--- src/rtl/axi2apb_pkg.sv ---
// Shared definitions for the AXI-to-APB bridge: FSM state encoding, command
// payload field offsets and response layout.
package axi2apb_pkg;

    typedef enum logic [1:0] {
        IDLE   = 2'd0,
        SETUP  = 2'd1,
        ACCESS = 2'd2,
        RESP   = 2'd3
    } apb_state_e;

    // Command payload is {id, addr, data} with data in the LSBs.
    localparam int DATA_LSB = 0;
    localparam int ERR_BIT  = 0;

    function automatic int addr_lsb(input int data_w);
        return DATA_LSB + data_w;
    endfunction

    function automatic int id_lsb(input int addr_w, input int data_w);
        return DATA_LSB + data_w + addr_w;
    endfunction

    function automatic int rsp_w(input int id_num);
        return id_num + 1;
    endfunction

    // Offsets for the default bridge configuration (ID 4, ADDR 12, DATA 32).
    localparam int ADDR_LSB = addr_lsb(32);
    localparam int ID_LSB   = id_lsb(12, 32);
    localparam int RSP_W    = rsp_w(4);

endpackage

--- src/rtl/apb_wait_timer.sv ---
// Saturating ACCESS wait-state counter; flags expiry on the TIMEOUT-th
// cycle without PREADY. TIMEOUT=0 never expires.
module apb_wait_timer #(
    parameter int TIMEOUT = 16
) (
    input  logic clk,
    input  logic rst_n,
    input  logic clr_i,
    input  logic inc_i,
    output logic expired_o
);

    localparam int CNT_W = (TIMEOUT > 0) ? $clog2(TIMEOUT + 1) : 1;
    localparam int LIMIT = (TIMEOUT > 0) ? TIMEOUT - 1 : 0;

    logic [CNT_W-1:0] cnt_q;
    logic [CNT_W-1:0] cnt_d;

    always_comb begin
        cnt_d = cnt_q;
        if (clr_i) begin
            cnt_d = '0;
        end else if (inc_i && (cnt_q != CNT_W'(LIMIT))) begin
            cnt_d = cnt_q + 1'b1;
        end
    end

    always_ff @(posedge clk or negedge rst_n) begin
        if (!rst_n) begin
            cnt_q <= '0;
        end else begin
            cnt_q <= cnt_d;
        end
    end

    assign expired_o = (TIMEOUT != 0) && (cnt_q == CNT_W'(LIMIT));

endmodule

--- src/rtl/apb_master_intf.sv ---
// APB3 write requester: pops {id, addr, data} commands, runs SETUP/ACCESS
// with a wait-state timeout, and returns {id, err} on a valid/ready channel.
module apb_master_intf
    import axi2apb_pkg::*;
#(
    parameter int ID_NUM  = 4,
    parameter int ADDR_W  = 12,
    parameter int DATA_W  = 32,
    parameter int TIMEOUT = 16
) (
    input  logic                        ACLK_i,
    input  logic                        ARESETn_i,
    input  logic                        fifo_rvld_i,
    output logic                        fifo_rrdy_o,
    input  logic [ID_NUM+ADDR_W+DATA_W-1:0] fifo_rpayload_i,
    output logic                        PSEL_o,
    output logic                        PENABLE_o,
    output logic                        PWRITE_o,
    output logic [ADDR_W-1:0]           PADDR_o,
    output logic [DATA_W-1:0]           PWDATA_o,
    input  logic                        PREADY_i,
    input  logic                        PSLVERR_i,
    output logic                        rsp_vld_o,
    input  logic                        rsp_rdy_i,
    output logic [ID_NUM:0]             rsp_payload_o
);

    localparam int A_LSB     = addr_lsb(DATA_W);
    localparam int I_LSB     = id_lsb(ADDR_W, DATA_W);
    localparam int R_W       = rsp_w(ID_NUM);
    localparam int BYTE_BITS = $clog2(DATA_W / 8);
    localparam logic [ADDR_W-1:0] ALIGN_MASK = ~ADDR_W'((1 << BYTE_BITS) - 1);

    apb_state_e        state_q, state_d;
    logic [ID_NUM-1:0] id_q, id_d;
    logic [ADDR_W-1:0] paddr_q, paddr_d;
    logic [DATA_W-1:0] pwdata_q, pwdata_d;
    logic              psel_q, psel_d;
    logic              penable_q, penable_d;
    logic              pwrite_q, pwrite_d;
    logic              rsp_vld_q, rsp_vld_d;
    logic [R_W-1:0]    rsp_payload_q, rsp_payload_d;
    logic              pop;
    logic              timer_clr;
    logic              timer_inc;
    logic              timer_expired;

    // Gated by reset so the FIFO is never popped while the bridge is held in reset.
    assign fifo_rrdy_o = ARESETn_i & ((state_q == IDLE) | ((state_q == RESP) & rsp_rdy_i));
    assign pop         = fifo_rvld_i & fifo_rrdy_o;

    apb_wait_timer #(
        .TIMEOUT (TIMEOUT)
    ) u_wait_timer (
        .clk       (ACLK_i),
        .rst_n     (ARESETn_i),
        .clr_i     (timer_clr),
        .inc_i     (timer_inc),
        .expired_o (timer_expired)
    );

    always_comb begin
        state_d       = state_q;
        id_d          = id_q;
        paddr_d       = paddr_q;
        pwdata_d      = pwdata_q;
        rsp_payload_d = rsp_payload_q;
        timer_clr     = 1'b0;
        timer_inc     = 1'b0;

        case (state_q)
            IDLE: begin
                if (pop) state_d = SETUP;
            end
            SETUP: begin
                timer_clr = 1'b1;
                state_d   = ACCESS;
            end
            ACCESS: begin
                // A real PREADY beats a timeout firing in the same cycle.
                if (PREADY_i) begin
                    state_d       = RESP;
                    rsp_payload_d = {id_q, PSLVERR_i};
                end else if (timer_expired) begin
                    state_d       = RESP;
                    rsp_payload_d = {id_q, 1'b1};
                end else begin
                    timer_inc = 1'b1;
                end
            end
            RESP: begin
                if (rsp_rdy_i) state_d = fifo_rvld_i ? SETUP : IDLE;
            end
            default: state_d = IDLE;
        endcase

        if (pop) begin
            id_d     = fifo_rpayload_i[I_LSB +: ID_NUM];
            paddr_d  = fifo_rpayload_i[A_LSB +: ADDR_W] & ALIGN_MASK;
            pwdata_d = fifo_rpayload_i[DATA_LSB +: DATA_W];
        end

        // Outputs are registered from the next state so they line up with it.
        psel_d    = (state_d == SETUP) || (state_d == ACCESS);
        penable_d = (state_d == ACCESS);
        pwrite_d  = psel_d;
        rsp_vld_d = (state_d == RESP);
    end

    always_ff @(posedge ACLK_i or negedge ARESETn_i) begin
        if (!ARESETn_i) begin
            state_q <= IDLE;
        end else begin
            state_q <= state_d;
        end
    end

    always_ff @(posedge ACLK_i or negedge ARESETn_i) begin
        if (!ARESETn_i) begin
            id_q          <= '0;
            paddr_q       <= '0;
            pwdata_q      <= '0;
            psel_q        <= 1'b0;
            penable_q     <= 1'b0;
            pwrite_q      <= 1'b0;
            rsp_vld_q     <= 1'b0;
            rsp_payload_q <= '0;
        end else begin
            id_q          <= id_d;
            paddr_q       <= paddr_d;
            pwdata_q      <= pwdata_d;
            psel_q        <= psel_d;
            penable_q     <= penable_d;
            pwrite_q      <= pwrite_d;
            rsp_vld_q     <= rsp_vld_d;
            rsp_payload_q <= rsp_payload_d;
        end
    end

    assign PSEL_o        = psel_q;
    assign PENABLE_o     = penable_q;
    assign PWRITE_o      = pwrite_q;
    assign PADDR_o       = paddr_q;
    assign PWDATA_o      = pwdata_q;
    assign rsp_vld_o     = rsp_vld_q;
    assign rsp_payload_o = rsp_payload_q;

endmodule

--- config.mk ---
export PLATFORM = sky130hd
export DESIGN_NAME = apb_master_intf
export DESIGN_NICKNAME = d
export VERILOG_FILES = /design/src/rtl/axi2apb_pkg.sv /design/src/rtl/apb_wait_timer.sv /design/src/rtl/apb_master_intf.sv
export SDC_FILE = /design/constraint.sdc
export NUM_CORES = 1
export LEC_CHECK = 0
export BUFFER_PORTS_ARGS = -buffer_cell sky130_fd_sc_hd__buf_4
export CAP_MARGIN = 20
export CORE_UTILIZATION = 48
export CTS_BUF_LIST = sky130_fd_sc_hd__clkbuf_16
export CTS_CLUSTER_DIAMETER = 30
export CTS_CLUSTER_SIZE = 30
export DETAILED_ROUTE_END_ITERATION = 10
export HOLD_SLACK_MARGIN = 0.12
export PLACE_DENSITY = 0.88
export SLEW_MARGIN = 0
export SYNTH_ARGS = -nofsm -noshare
export SYNTH_HDL_FRONTEND = slang
export SYNTH_HIERARCHICAL = 1
export SYNTH_SLANG_ARGS = --single-unit
--- constraint.sdc ---
create_clock -name ACLK_i -period 2.3 [get_ports ACLK_i]
set_clock_uncertainty 0.15 [all_clocks]
set_input_delay 0.345 -clock ACLK_i [delete_from_list [all_inputs] [get_ports ACLK_i]]
set_output_delay 0.345 -clock ACLK_i [all_outputs]
set_load 0.05 [all_outputs]
# Yosys cells after proc, flatten, opt, wreduce, memory -nomap -nowiden
# Cells that the tools add are included.
# totals
ff_bits	61
output_inout_bits	54
input_bits	54
elab_cells	42
# classes
n_reduce_logical	6
eq_ne	8
n_addsub	1
muxes	14
bitwise	4
# op_table
op	n
$mux 5	4
$eq 2x2->1 const B	4
$mux 2	4
$pmux 2 s4	1
$add 5x1->5 const B	1
$eq 5x4->1 const B	1
$mux 1	5
$ne 5x4->1 const B	1
$eq 2x1->1 const B	2
$reduce_bool 2->1	2
$and 1x1->1	3
$logic_not 2->1	1
$reduce_and 2->1	1
$logic_and 1x1->1	1
$logic_or 1x1->1	1
$or 1x1->1	1

# Depth between registers and ports, before layout
# Gate-level depths: netlist (run 1).
# depth
ltp_word	9
ltp_mapped	8
ltp_nobuf	8

# Cells and area by module
# The synthesis (run 1) kept the hierarchy.
# modules_own_cells
module	instances	seq_area_each_um2	area_each_um2	cells_per_inst
apb_master_intf	1	1401.3	3793.6	410
apb_wait_timer	1	125.1	260.2	23

# Least setup slack after synthesis (run 1)
# OpenSTA, ideal clock, no wires.
# synth_path
kind	flip-flop to flip-flop
start	register u_wait_timer.cnt_q[0]
end	register u_wait_timer.cnt_q[3]
path_slack_ps	175
arrival_time_ps	1847
path_buffers	0
setup_ps	127
required_time_ps	2023
stages_incl_launch_ff	8
period_less_slack_ps	2125
path_cell_list	dfrtp_1 -> ha_1 -> and3_1 -> ha_1 -> nor3_1 -> nor2b_4 -> nand4_1 -> mux2_1
# synth_via
elab_chain_len	6
elab_cells_between_ends	10
cone_classes	add/sub (1); eq/ne (2); mux (5); reduce/logical (2)
# synth_lines
item	line	source
start, declared	apb_wait_timer.sv:16	logic [CNT_W-1:0] cnt_q;
start signal, assigned	apb_wait_timer.sv:32	cnt_q <= cnt_d;
$eq 5x4->1	apb_wait_timer.sv:36	assign expired_o = (TIMEOUT != 0) && (cnt_q == CNT_W'(LIMIT));
named net timer_expired	apb_master_intf.sv:46	logic timer_expired;
$mux 1	apb_master_intf.sv:84	end else if (timer_expired) begin
$mux 1	apb_master_intf.sv:81	if (PREADY_i) begin
$mux 1	apb_master_intf.sv:71	case (state_q)
named net timer_inc	apb_master_intf.sv:45	logic timer_inc;
$logic_and 1x1->1	apb_wait_timer.sv:23	end else if (inc_i && (cnt_q != CNT_W'(LIMIT))) begin
$reduce_bool 2->1 (no line)	n/a	
# The timed path passes the listed nets, and every way through them passes these cells. The select of a mux whose other input is x is not followed.
# A chain may end at the register's enable or synchronous reset.

# Worst setup path after layout (run 1)
# Ends and elaborated chain as after synthesis.

==> run metrics, run 1 <==
worst slack, placed=0.119 ns; Worst Tran Pin Value=0.634 ns; CP Capture Type=flip-flop; Mapped Area=4050 sq um; clock sinks=61; fin crit share=96.2%; register area share after synthesis=37.7%; WP data required=2.35 ns; Setup CP Type=reg2reg; Routed Antenna Nets=0; Clock Pin Slew Worst Setup and Hold Paths=0.06 ns; Distinct cells, synth=36; PD cells=1710 nW/um^2; VDD IR max=0.847 mV; fmax=0.452 GHz; CTS Hold Bufs=2; min Tclk post-route=2.21 ns; drt via density=6.06; HPWL Detailed=7.09 mm; GP Congestion=0.784; crit path launch type=flip-flop; 1st-pass router iterations=5; CTS Buf Count=9; Hold Path Class=in2reg; Die X=93.9 microns; Most Crowded Layer GR=met2; core area=8180 sq um; dpl cell area=4820 sq um; largest net degree at the start of global routing=73; Boundary Pins=108; layout cells sized above 1=31.1%; RSZ-0062 raised after global routing=no; vias in the first global route=3890; first-pass GRT wire length=18.3 mm; DR vias=3814; initial antenna violation count=0; die area=8820 sq um; status=finished, final reports clean; Hold Fails Final Rpt=0; Seq cells post-synth=61; met2 Track Usage GR=44.4%; Routed Wire Length=11.1 mm; leak pwr=2.42 nW; Root Driver=clkbuf_16; GRT Total Usage=26.4%; Initial Util=49.6%; Slew Limit Fails=0; Setup TNS=0 ns; initial drt markers=276; port bufs=103; Global Route met3 Usage=5.50%; Tot Pwr=8.81 mW; Resized cells post-CTS=0; postcts setup bufs=0; Final Cell Area=5140 sq um; Rows=33; max_slew headroom=57.8%; setup violators final=0; P&R area growth vs syn=26.8%; routed length per instance=17.6 microns; CP Max Fanout=4; overflow left after global routing=0; setup ws final=0.0876 ns; maxcap violations=0; CTS tree=built; crit path DAT=2.26 ns; met1 Use GR=32.4%; clk_lat worst skew=0.32 ns; detailed-route DRC error count=0; Die Y=93.9 microns; synth warn=6; layout net count=577; Gate Count Post-Synth=433; Inserted Diodes=0; Max clock buf depth=2; H-tree depth=3; Avg Synthesized Cell Area=9.36 sq um
Yosys cell counts:
library cell  count  area (sq um)
nor2b_4           1          13.8
mux2i_1           1          10.0
clkbuf_1         11          41.3
mux2_1            1          11.3
o32a_1            1          10.0
o22ai_1          46           288
buf_4            10          75.1
mux2_2            4          45.0
dfrtp_1          61          1530
and3_1            1          6.26
and2b_1           1          7.51
nand2_1           2          7.51
conb_1            1          3.75
a221oi_1         29           254
buf_6             8          90.1
nor3_1            1          5.00
nor2b_1           3          18.8
nand4_1           1          6.26
o21a_1            1          7.51
nor2_1           55           206
xor2_1            1          8.76
nand3b_1          1          7.51
inv_1             4          15.0
nand2b_1         93           582
xnor2_1           1          8.76
buf_2            19          95.1
inv_4             1          6.26
a21oi_1           1          5.00
a221oi_2         17           255
a211o_1           1          8.76
a211oi_1          2          15.0
and3_4            1          11.3
ha_1              3          37.5
o31ai_1          46           345
nor2_2            1          6.26
and2_1            2          12.5
sequential cells by signal, summed over array words and instances (netlist names):
| signal | count |
|---|---|
| id_q | 4 |
| rsp_vld_o | 1 |
| PWDATA_o | 32 |
| state_q | 2 |
| PENABLE_o | 1 |
| PWRITE_o | 1 |
| rsp_payload_o | 5 |
| PADDR_o | 10 |
| u_wait_timer/cnt_q | 5 |
where the power goes:
group          internal [mW]  total (mW)  switching, mW  leakage (nW)
Sequential              1.60        2.10          0.502         0.793
Clock                  0.930        1.40          0.472         0.144
Combinational           1.95        5.31           3.36          1.48
cell usage in the layout (no fill, tap or decap), types with 4 or more instances in the layout:
master     count
a221oi_1      29
a221oi_2      17
buf_4        120
clkbuf_16      9
dfrtp_1       59
inv_1          4
mux2_2         4
nand2b_1      93
nor2_1        55
o22ai_1       46
o31ai_1       46
layout make-up:
| class | instances | area, sq um |
|---|---|---|
| Timing Repair Buffer | 123 | 941 |
| Inverter | 5 | 21.3 |
| Clock buffer | 9 | 225 |
| Multi-Input combinational cell | 320 | 2210 |
| Fill cell | 664 | 3040 |
| Tap cell | 105 | 131 |
| Clock inverter | 6 | 78.8 |
| Sequential cell | 61 | 1530 |
kinds of logic after synthesis:
kind of cell / synth area share [%]
fa+ha+maj: 0.926
buf+inv: 7.96
flops: 37.7
compound gates: 29.3
xor+xnor: 0.432
mux: 1.64
other cells: 0.0925
simple gates: 22.0
critical path, stage by stage, from the launching register on:
cell,delay [ns]
dfrtp_1,0.41
ha_1,0.22
and3_1,0.17
ha_1,0.24
nor3_1,0.28
nor2b_4,0.20
nand4_1,0.11
mux2_1,0.32
stage by stage:
step | std cells | hold WS [ns] | utilization (%)
global route | 629 | 0.203 | 62.9
global placement | 612 | 0.0842 | 58.9
detailed placement | 612 | 0.0878 | 58.9
CTS | 629 | 0.196 | 62.9
floorplan | 434 | -0.101 | -
finish | 629 | 0.201 | 62.9
per-layer routing:
metal	vias to the layer above	share of wire [%]
li1	1785	-
met4	0	1.8
met1	1869	42
met5	-	0
met2	142	51
met3	18	5.8
final timing paths:
path | startpoint | end | slack, ns | cells past startpoint
max | u_wait_timer/cnt_q[0] | u_wait_timer/cnt_q[3] | 0.09 | 7
min | fifo_rpayload_i[46] | id_q[2] | 0.20 | 3
max reg2reg | u_wait_timer/cnt_q[0] | u_wait_timer/cnt_q[3] | 0.09 | 7
min reg2reg | rsp_payload_o[0] | rsp_payload_o[0] | 0.36 | 1
max in group asynchronous | ARESETn_i | state_q[1] | 0.80 | 3
min in group asynchronous | ARESETn_i | PWDATA_o[20] | 0.30 | 2
No activity file was read; power rests on OpenSTA's default activity.
==> inputs of run 2 (changes only) <==
CORE_UTILIZATION = 30   (was 48)
PLACE_DENSITY = 0.63   (was 0.88)
==> run metrics, run 2 (synthesis gave the netlist of run 1 again) <==
most frequent cells in the layout=buf_4, nand2b_1, dfrtp_1; HPWL Detailed=7.54 mm (+6.4%); met1 wire length=5.32 mm (+15%); Clock Pin Slew Worst Setup and Hold Paths=0.05 ns (about the same); fmax=0.465 GHz (+2.8%); Slew Limit Fails=0 (unchanged); commonest non-fill, non-tap cell in the layout=buf_4; Critical Path Max Stage Delay=0.40 ns (about the same); CP Max Fanout=4 (unchanged); Critical Path Most Common Cell=ha_1; switching share of total power=49.2% (about the same); core area=13200 sq um (+61%); Routed Antenna Nets=0 (unchanged); layout net count=578 (+0.17%); setup violators final=0 (unchanged); drt via density=5.40 (-11%); top routing layer in use=met4; logic gate share of total power=60.2% (about the same); detailed-route DRC error count=0 (unchanged); PD cells=1670 nW/um^2 (-2.5%); max_slew headroom=54.5% (-3.3 points); leak pwr=2.45 nW (+1.3%); Die Y=118 microns (+26%); CP max stage cell=dfrtp_1; Setup CP Type=reg2reg; routed length per instance=17.1 microns (-2.9%); CP top delay family=simple AND/OR/NAND/NOR gates; Hold Fails Final Rpt=0 (unchanged); Inserted Diodes=0 (unchanged); CP Capture Type=flip-flop; clk_lat worst skew=0.33 ns (about the same); overflow left after global routing=0 (unchanged); layout cells sized above 1=31.4% (+0.26 points); WP data required=2.37 ns (+0.02 ns); Boundary Pins=108 (unchanged); min Tclk post-route=2.15 ns (-0.0597 ns); P&R area growth vs syn=30.7%; H-tree depth=3 (unchanged); Worst Tran Pin Value=0.683 ns (+0.0490 ns); Hold Path Class=in2reg; clock sinks=61 (unchanged); Setup TNS=0 ns (unchanged); postcts setup bufs=0 (unchanged); Largest register FFs=32 (unchanged); initial antenna violation count=0 (unchanged); crit path launch type=flip-flop; GRT Total Usage=17.5% (-8.9 points); setup ws final=0.147 ns (+0.0597 ns); Max clock buf depth=2 (unchanged); Root Driver=clkbuf_16; RSZ-0062 raised after global routing=no; die area=14000 sq um (+59%); DR vias=3792 (-0.58%); Rows=42 (+27%); crit path DAT=2.22 ns (-0.04 ns); first-pass GRT wire length=19.3 mm (+5.5%); worst slack, placed=0.0958 ns (-0.0229 ns); clock network fraction of total power=16.1% (+0.2 points); VDD IR max=0.690 mV (-18%); port bufs=103 (unchanged); cells along the critical path=ha_1 > and3_1 > ha_1 > nor3_2 > nor2b_4 > nand4_1 > mux2_1; CTS tree=built; CTS Buf Count=9 (unchanged); Routed Wire Length=12.0 mm (+8.3%); met2 wire length=5.73 mm (+2.2%); CP bufs+invs=0 (unchanged); fin crit share=93.6% (-2.6 points); 1st-pass router iterations=5 (unchanged); P_int=4.50 mW (+0.50%); status=finished, final reports clean; met3 wire len=638 microns (+0.31%); maxcap violations=0 (unchanged); Die X=118 microns (+26%); Switch Pwr=4.36 mW (+0.53%); largest net degree at the start of global routing=47 (-36%); Initial Util=30.7% (-19 points); initial drt markers=264 (-4.3%); GP Congestion=0.730 (-6.9%); vias in the first global route=3687 (-5.2%); Seq pwr share=23.7% (about the same)
## run 2: cell types whose count changed in the layout (fill, tap and decap cells not counted), sizes merged
cell      before  now
clkinvlp       1    0
buf          121  122
clkinv         3    5
## run 2: timing repair
item	CTS	global route
setup endpoints to repair	0	2
gates resized for setup	0	1
hold buffers	3	0
hold endpoints to repair	62	0
## run 2: worst paths after layout
kind	startpoint	end	slack, ns	cells past startpoint
max in group asynchronous	ARESETn_i	PADDR_o[2]	1.15	3
min in group asynchronous	ARESETn_i	rsp_vld_o	0.24	2
hold / removal	fifo_rpayload_i[21]	PWDATA_o[21]	0.19	3
setup reg to reg	u_wait_timer/cnt_q[0]	u_wait_timer/cnt_q[3]	0.15	7
hold reg to reg	rsp_payload_o[0]	rsp_payload_o[0]	0.35	1
setup / recovery	u_wait_timer/cnt_q[0]	u_wait_timer/cnt_q[3]	0.15	7
## run 2: per-layer routing
layer  vias to the layer above  GRT usage [%]
li1                       1788              -
met1                      1869           21.9
met2                       115           28.5
met3                        20           4.30
met4                         0           7.61
met5                         -              0
## run 2: per-stage QoR
step           utilization (%)  cells  instance area (sq um)  total power, mW  hold WS [ns]
2_1_floorplan                -    434                   4060             6.06        -0.101
3_3_place_gp              37.5    683                   4950             7.29      0.000848
3_5_place_dp              37.5    683                   4950             7.45       0.00196
4_1_cts                   40.1    702                   5290             8.93         0.179
5_1_grt                   40.2    702                   5300             9.42         0.194
6_report                  40.2    702                   5300             8.85         0.192
## run 2: power groups by stage
stage	Combinational (mW)	Sequential (mW)	Clock (mW)
2_1_floorplan	2.59	3.47	0
3_3_place_gp	5.22	2.07	0
3_5_place_dp	5.35	2.10	0
4_1_cts	5.37	2.10	1.46
5_1_grt	5.73	2.19	1.50
6_report	5.33	2.10	1.43
## run 2: cell type report
| type | instances | area [sq um] |
|---|---|---|
| fillers | 1337 | 7890 |
| multi-input cells | 320 | 2220 |
| flip-flops and latches | 61 | 1530 |
| repair buffers | 124 | 998 |
| clock buffers | 9 | 225 |
| well taps | 176 | 220 |
| clock inverters | 7 | 80.1 |
| inverters | 5 | 21.3 |
## run 2: worst reg2reg max path: cells and delay by family, from the launching register on
family / cells / cell delay (ns)
AND/OR/NAND/NOR: 4 / 0.69
adder cells (fa/ha/maj): 2 / 0.48
flip-flops: 1 / 0.40
multiplexers: 1 / 0.32
==> inputs of run 3 (changes only) <==
CORE_MARGIN = 4   (was default)
MAX_ROUTING_LAYER = met4   (was default)
==> run metrics, run 3 (synthesis gave the netlist of run 1 again) <==
clock network fraction of total power=15.2% (-0.9 points); fmax=0.458 GHz (-1.3%); Clock Pin Slew Worst Setup and Hold Paths=0.05 ns (about the same); detailed-route DRC error count=0 (unchanged); logic gate share of total power=60.6% (+0.4 points); port bufs=103 (unchanged); core area=13200 sq um (+0.40%); overflow left after global routing=0 (unchanged); GP Congestion=0.813 (+11%); hold path start=fifo_rpayload_i[43]; Tot Pwr=8.72 mW (-1.5%); Hold Path Class=in2reg; clock sinks=61 (unchanged); max_slew headroom=65.1% (+11 points); routed length per instance=16.7 microns (-1.9%); CP max stage cell=dfrtp_1; PD cells=1670 nW/um^2 (-0.31%); layout cells sized above 1=31.5% (+0.18 points); fin crit share=94.8% (+1.2 points); initial antenna violation count=1 (+1); Root Driver=clkbuf_16; cells along the critical path=ha_1 > and3_1 > ha_1 > nor3_2 > nor2b_4 > nand4_1 > mux2_1; CTS Buf Count=9 (unchanged); crit path launch type=flip-flop; min Tclk post-route=2.18 ns (+0.0286 ns); first-pass GRT wire length=19.5 mm (+1.1%); postcts setup bufs=0 (unchanged); Initial Util=30.6% (-0.12 points); CTS tree=built; H-tree depth=3 (unchanged); layout net count=575 (-0.52%); Die Y=124 microns (+5.1%); P_int=4.39 mW (-2.5%); Critical Path Most Common Cell=ha_1; Die X=124 microns (+5.1%); GRT Total Usage=15.6% (-1.9 points); crit path DAT=2.23 ns (about the same); Setup TNS=0 ns (unchanged); initial drt markers=265 (+0.38%); Routed Antenna Nets=0 (unchanged); largest net degree at the start of global routing=51 (+8.5%); commonest non-fill, non-tap cell in the layout=buf_4; Seq pwr share=24.3% (+0.6 points); 1st-pass router iterations=5 (unchanged); die area=15400 sq um (+10%); most frequent cells in the layout=buf_4, nand2b_1, dfrtp_1; met2 wire length=5.70 mm (-0.65%); DR vias=3741 (-1.3%); status=finished, final reports clean; Max clock buf depth=2 (unchanged); Switch Pwr=4.34 mW (-0.52%); Worst Tran Pin Value=0.523 ns (-0.160 ns); maxcap violations=0 (unchanged); met3 wire len=565 microns (-11%); top routing layer in use=met4; leak pwr=2.40 nW (-1.8%); switching share of total power=49.7% (+0.49 points); Hold Fails Final Rpt=0 (unchanged); Setup CP Type=reg2reg; worst r2r src=u_wait_timer/cnt_q[0]; VDD IR max=0.830 mV (+20%); Largest register FFs=32 (unchanged); met1 wire length=5.34 mm (+0.32%); drt via density=5.34 (-1.1%); Rows=42 (unchanged); Boundary Pins=108 (unchanged); CP Capture Type=flip-flop; Routed Wire Length=11.7 mm (-2.2%); Slew Limit Fails=0 (unchanged); RSZ-0062 raised after global routing=no; Hold Slack=0.202 ns (+0.00920 ns); HPWL Detailed=7.52 mm (-0.26%); worst setup path startpoint=u_wait_timer/cnt_q[0]; WP data required=2.35 ns (-0.02 ns); vias in the first global route=3719 (+0.87%); clk_lat worst skew=0.33 ns (about the same); Critical Path Max Stage Delay=0.40 ns (about the same); setup violators final=0 (unchanged); P&R area growth vs syn=29.1%; CP Max Fanout=4 (unchanged)
## run 3: cell count changes in the layout (fill, tap and decap cells not counted), sizes merged
cell | previous run | this run
buf | 122 | 119
bufinv | 2 | 1
clkinv | 5 | 3
clkinvlp | 0 | 3
diode | 0 | 1
## run 3: area by class of cell
| cell class | instances | area [sq um] |
|---|---|---|
| Fill cell | 1334 | 8010 |
| Clock buffer | 9 | 225 |
| Multi-Input combinational cell | 320 | 2220 |
| Clock inverter | 7 | 66.3 |
| Inverter | 5 | 21.3 |
| Tap cell | 176 | 220 |
| Timing Repair Buffer | 121 | 951 |
| Antenna cell | 1 | 2.50 |
| Sequential cell | 61 | 1530 |
## run 3: stage by stage
stage / std cells / util [%] / cell area, sq um / setup slack, ns
floorplan: 434 / - / 4060 / 0.175
global placement: 681 / 37.1 / 4910 / 0.163
detailed placement: 681 / 37.1 / 4910 / 0.0889
CTS: 699 / 39.5 / 5230 / 0.0794
global route: 700 / 39.5 / 5230 / 0.0230
finish: 700 / 39.5 / 5230 / 0.119
## run 3: path summary, 6_finish.rpt
check,to,slack (ns),cells past startpoint
setup / recovery,u_wait_timer/cnt_q[3],0.12,7
hold / removal,PADDR_o[11],0.20,3
setup reg to reg,u_wait_timer/cnt_q[3],0.12,7
hold reg to reg,rsp_payload_o[3],0.36,1
max in group asynchronous,PADDR_o[2],0.99,3
min in group asynchronous,PWDATA_o[2],0.32,2
## run 3: layer usage
layer  up-vias  track usage, %
li1       1781               -
met1      1837            20.1
met2       111            25.0
met3        12            3.65
met4         0            3.61
met5         -               -
## run 3: worst max-delay path, delay by kind of cell, from the launching register on
| kind | cells | cell delay, ns |
|---|---|---|
| flip-flops | 1 | 0.40 |
| multiplexers | 1 | 0.32 |
| AND/OR/NAND/NOR | 4 | 0.71 |
| adder cells (fa/ha/maj) | 2 | 0.48 |
## run 3: power by group through the flow
stage / clock [mW] / combinational, mW / sequential, mW
floorplan: 0 / 2.59 / 3.47
global placement: 0 / 5.23 / 2.09
detailed placement: 0 / 5.32 / 2.12
CTS: 1.36 / 5.34 / 2.11
global route: 1.41 / 5.69 / 2.21
finish: 1.32 / 5.28 / 2.12
## run 3: repair_timing
action | CTS | global route
endpoints found under the hold margin | 62 | 0
resized for setup | 0 | 1
hold buffers | 2 | 0
setup endpoints to repair | 0 | 1
